## src/rtl/branch_predict_unit.sv

```systemverilog
// rtl/branch_predict_unit.sv - gshare branch predictor: 16-entry BTB, 16x2-bit PHT, 4-bit GHR
module branch_predict_unit (
   input  logic        clk,
   input  logic        rst,
   input  logic [31:0] pc,
   input  logic [31:0] alu_out,
   input  logic        branch_taken,
   input  logic        branch_resolved,
   input  logic [3:0]  ghr_history,
   input  logic [31:0] resolved_pc,
   output logic [31:0] predicted_pc,
   output logic [3:0]  ghr_out,
   output logic        prediction_valid
);

   logic [1:0]  pht_q       [16];
   logic        btb_valid_q [16];
   logic [25:0] btb_tag_q   [16];
   logic [31:0] btb_tgt_q   [16];

   logic [3:0]  ghr_q, ghr_d;
   logic [31:0] pred_pc_q, pred_pc_d;
   logic        pred_valid_q, pred_valid_d;

   logic [3:0]  btb_idx, pht_idx, upd_idx;
   logic        hit, taken;
   logic [31:0] lookup_pc;
   logic [1:0]  pht_upd_d;

   // Lookup reads pre-update state; training lands on the same edge.
   always_comb begin
      btb_idx   = pc[5:2];
      pht_idx   = pc[5:2] ^ ghr_q;
      upd_idx   = pc[5:2] ^ ghr_history;
      hit       = btb_valid_q[btb_idx] && (btb_tag_q[btb_idx] == pc[31:6]);
      taken     = pht_q[pht_idx][1];
      lookup_pc = (hit && taken) ? btb_tgt_q[btb_idx] : pc + 32'd4;

      pht_upd_d = pht_q[upd_idx];
      if (branch_taken) begin
         if (pht_q[upd_idx] != 2'b11) pht_upd_d = pht_q[upd_idx] + 2'd1;
      end else begin
         if (pht_q[upd_idx] != 2'b00) pht_upd_d = pht_q[upd_idx] - 2'd1;
      end

      ghr_d        = ghr_q;
      pred_pc_d    = lookup_pc;
      pred_valid_d = hit && taken;
      if (branch_resolved) begin
         ghr_d        = {ghr_history[2:0], branch_taken};
         pred_pc_d    = resolved_pc;
         pred_valid_d = 1'b1;
      end
   end

   always_ff @(posedge clk) begin
      if (rst) begin
         ghr_q        <= 4'd0;
         pred_pc_q    <= 32'd0;
         pred_valid_q <= 1'b0;
         for (int i = 0; i < 16; i++) begin
            pht_q[i]       <= 2'b01;
            btb_valid_q[i] <= 1'b0;
            btb_tag_q[i]   <= 26'd0;
            btb_tgt_q[i]   <= 32'd0;
         end
      end else begin
         ghr_q        <= ghr_d;
         pred_pc_q    <= pred_pc_d;
         pred_valid_q <= pred_valid_d;
         if (branch_resolved) begin
            pht_q[upd_idx] <= pht_upd_d;
            if (branch_taken) begin
               btb_valid_q[btb_idx] <= 1'b1;
               btb_tag_q[btb_idx]   <= pc[31:6];
               btb_tgt_q[btb_idx]   <= alu_out;
            end
         end
      end
   end

   assign predicted_pc     = pred_pc_q;
   assign prediction_valid = pred_valid_q;
   assign ghr_out          = ghr_q;

endmodule

```

## config.mk

```make
export PLATFORM = sky130hd
export DESIGN_NAME = branch_predict_unit
export DESIGN_NICKNAME = d
export VERILOG_FILES = /design/src/rtl/branch_predict_unit.sv
export SDC_FILE = /design/constraint.sdc
export NUM_CORES = 2
export LEC_CHECK = 0
export CELL_PAD_IN_SITES_DETAIL_PLACEMENT = 0
export CELL_PAD_IN_SITES_GLOBAL_PLACEMENT = 1
export CORE_MARGIN = 10
export CORE_UTILIZATION = 54
export CTS_BUF_LIST = sky130_fd_sc_hd__clkbuf_8
export DETAILED_ROUTE_END_ITERATION = 8
export GPL_TIMING_DRIVEN = 0
export PLACE_DENSITY = 0.78
export SLEW_MARGIN = 10
export SYNTH_ARGS = -nofsm -noshare
export SYNTH_HDL_FRONTEND = slang
export SYNTH_SLANG_ARGS = --single-unit
```

## constraint.sdc

```tcl
create_clock -name clk -period 11.7 [get_ports clk]
set_clock_uncertainty 0.2 [all_clocks]
set_input_delay 2.34 -clock clk [delete_from_list [all_inputs] [get_ports clk]]
set_output_delay 2.34 -clock clk [all_outputs]
set_load 0.1 [all_outputs]
```

==> flow_metrics.env <==
export IMPL_status="finished clean"
export IMPL_static_leakage_power_nw=18.5
export IMPL_cp_data_required_time_ns=12.08
export IMPL_cts_root_to_sink_buffers=3
export IMPL_grt_ovfl_total=0
export IMPL_path_max_fanout=15
export IMPL_ant_nets=0
export IMPL_synthMuxAreaShare=0.138
export IMPL_synth_top_family_by_area="simple AND/OR/NAND/NOR gates"
export IMPL_synth_compound_gate_area_share=0.0325
export IMPL_cts_clk_slew_worst_paths_ns=0.06
export IMPL_mappedNetlistArea_um2=46700
export IMPL_cts_root_buffer_cell="sky130_fd_sc_hd__clkbuf_8"
export IMPL_detail_route_drc_violations=0
export IMPL_tritoncts_clock_tree="done"
export IMPL_timing_final_max_slew_violations=0
export IMPL_pre_cts_ws_ns=2.78
export IMPL_delay_of_the_slowest_cell_on_the_worst_path_ns=0.87
export IMPL_worstSkewPairLatency_ns=0.88
export IMPL_synth_yosys_warnings=0
export IMPL_grt_usage=0.329
export IMPL_cp_common_cell="sky130_fd_sc_hd__buf_2"
export IMPL_detailed_place_hpwl_mm=114
export IMPL_synth_top_area_frac=0.617
export IMPL_timing_critical_path_from="pc[3]"
export IMPL_port_buffers=134
export IMPL_numPlacedInstances=4476
export IMPL_ys_ff_latch=1013
export IMPL_worst_hold_path_type="reg2reg"
export IMPL_route_vias_total=31100
export IMPL_hold_viol=0
export IMPL_crit_slowest_cell="sky130_fd_sc_hd__clkbuf_1"
export IMPL_avgRoutedWirePerCell_um=34.1
export IMPL_ioPinCount=141
export IMPL_ys_seq_area_frac=0.640
export IMPL_postLayoutCoreUtil=0.632
export IMPL_die_x_um=314
export IMPL_htree_levels=4
export IMPL_drive_gt1_frac=0.165
export IMPL_cap_violations=0
export IMPL_synth_top_cells_by_count="sky130_fd_sc_hd__edfxtp_1 (960), sky130_fd_sc_hd__and2_1 (691), sky130_fd_sc_hd__mux4_2 (263)"
export IMPL_worst_rel_slew_slack=0.0363
export IMPL_grt_setup_unrepaired="no"
export IMPL_cts_repair_resized=0
export IMPL_setup_violations_final=0
export IMPL_post_synth_and_or_nand_nor_area_fraction=0.147
export IMPL_detailed_route_iter0_violations=4269
export IMPL_std_cell_rows=107
export IMPL_yosys_cell_count_top_type="sky130_fd_sc_hd__edfxtp_1"
export IMPL_initial_core_util=0.546
export IMPL_synth_nets=3252
export IMPL_synthesis_area_per_instance_um2=14.9
export IMPL_multi_input_area_um2=15600
export IMPL_post_cts_repair_setup_buffers=0
export IMPL_power_per_cell_area_nw_per_um2=149
export IMPL_min_from="btb_valid_q[15]"
export IMPL_die_height_um=314
export IMPL_synth_async_sr_flop_share=0
export IMPL_library_cell_occupying_the_most_area_in_the_post_synthesis_netlist="sky130_fd_sc_hd__edfxtp_1"
export IMPL_crit_path_cell_trace="clkdlybuf4s50_1 > buf_4 > buf_2 > buf_2 > buf_2 > buf_1 > buf_1 > inv_1 > ha_1 > nand2_1 > clkbuf_1 > o21ai_4 > buf_16 > buf_12 > buf_16"
export IMPL_setup_worst_path_end_class="register"
export IMPL_tightestPinTransition_ns=1.41
export IMPL_timing_fmax_mhz=119
export IMPL_layout_worst_path_cycle_share=0.720
export IMPL_cts_sink_count=1013
export IMPL_nNetsFinal=3607
export IMPL_worstReg2RegStart="btb_tag_q[0][3]"
export IMPL_ir_worst_vdd_mv=0.103
export IMPL_antenna_found_initial=7
export IMPL_finalWorstPathRequiredPeriod_ns=8.42
export IMPL_syn_to_final_growth_pct=15.7
export IMPL_cts_buffers=165
export IMPL_worst_ep_arrival_time_ns=8.80
export IMPL_drtPass1Iterations=8
export IMPL_hold_buffers=0
export IMPL_fp_dieArea_um2=98700
export IMPL_yosys_top_cells_area="sky130_fd_sc_hd__edfxtp_1 (62%), sky130_fd_sc_hd__mux4_2 (13%), sky130_fd_sc_hd__and2_1 (9.3%)"
export IMPL_finalNonFillerCells=4782
export IMPL_synth_ff_type="sky130_fd_sc_hd__edfxtp_1"
export IMPL_core_area_um2=85500
export IMPL_number_of_enable_type_register_cells_in_the_synthesized_netlist=960
export IMPL_maximum_number_of_pins_on_one_net_before_global_route_repair=21
export IMPL_synthesis_instances=3144
export IMPL_critPathLaunchType="primary input"
export IMPL_grt_pass1_wl_mm=229
export IMPL_timing_setup_critical_path_class="in2reg"
export IMPL_synth_lib_cells_used_distinct=64
export IMPL_via_count_of_the_first_global_routing_pass=31400
export IMPL_regArea_um2=29900
export IMPL_yosys_area_share_adder=0.00150
export IMPL_fillerInstances=6406
export IMPL_drt_total_wl_mm=163
export IMPL_vias_per_instance=6.51
export IMPL_globalplace_congestion=1.00
export IMPL_post_synth_xor_area_fraction=0.0101
export IMPL_finalWorstSetupSlack_ns=3.28
## per-layer routing
layer | GRT usage | vias to the layer above | share of wire
li1 | - | 12600 | -
met1 | 0.407 | 15700 | 0.35
met2 | 0.520 | 2296 | 0.47
met3 | 0.0990 | 488 | 0.12
met4 | 0.176 | 8 | 0.061
met5 | 0 | - | 0.00035
## kinds of logic (layout without fill, tap and decap cells)
kind of cell,after synthesis,in the layout
simple gates,1216,1216
buf+inv,342,830
fa+ha+maj,6,6
mux,315,315
xor+xnor,54,54
other cells,0,6
compound gates,198,198
flops,1013,1013
## layout make-up
class	count	share of cell area
inverter	24	0.00167
buffer	318	0.0252
clock inverter	128	0.0125
multi-input combinational	1789	0.288
timing repair buffer	188	0.0491
sequential	1013	0.553
antenna	6	0.000278
tap	1144	0.0265
clock buffer	172	0.0438
## layout by cell type (no fill, tap or decap), drive strengths merged, types with 7 or more instances in the layout
cell type	n
a22oi	13
a22o	13
clkdlybuf4s50	134
o211ai	8
xnor2	39
clkinv	58
and2	692
nor4	12
nor3	252
o311a	13
a21o	16
nor2	92
xor2	15
buf	118
a2111oi	9
a311oi	7
mux4	263
clkbuf	426
a311o	8
inv	90
nand4	23
a221oi	9
o22ai	7
dfxtp	53
mux2i	50
edfxtp	960
a31oi	18
nand2	86
nand3	31
o21a	14
o21ai	29
a21oi	10
## sequential cells by signal, indices dropped and copies added (netlist names)
register,cells
btb_tgt_q,512
btb_valid_q,16
btb_tag_q,416
prediction_valid,1
predicted_pc,32
pht_q,32
ghr_out,4
## through the flow
step / hold WS [ns] / total power [W] / TNS, ns / instance area [µm²]
floorplan: 0.221 / 0.00479 / 0 / 46700
global route: 0.271 / 0.00824 / 0 / 54000
CTS: 0.253 / 0.00804 / 0 / 54000
detailed placement: 0.240 / 0.00520 / 0 / 51000
finish: 0.255 / 0.00805 / 0 / 54000
global placement: 0.229 / 0.00518 / -3628.41 / 49500
## power breakdown
part	internal [W]	switching, W	leakage (nW)
Clock	0.00142	0.00148	1.78
Sequential	0.00415	0.0000522	9.55
Combinational	0.000338	0.000614	7.16
Total	0.00591	0.00214	18.5
## path summary, 6_finish.rpt
kind | endpoint | slack, ns | depth (start not counted)
hold reg to reg | btb_valid_q[15] | 0.25 | 1
setup reg to reg | predicted_pc[14] | 6.61 | 9
setup / recovery | btb_tgt_q[1][26] | 3.28 | 15
hold / removal | btb_valid_q[15] | 0.25 | 1
## critical path: cells and delay by family
kind,cells,cell delay [ns]
buf+inv,12,5.61
compound gates,1,0.32
fa+ha+maj,1,0.23
simple gates,1,0.19
Note: power is estimated with default switching activity, not from simulation.
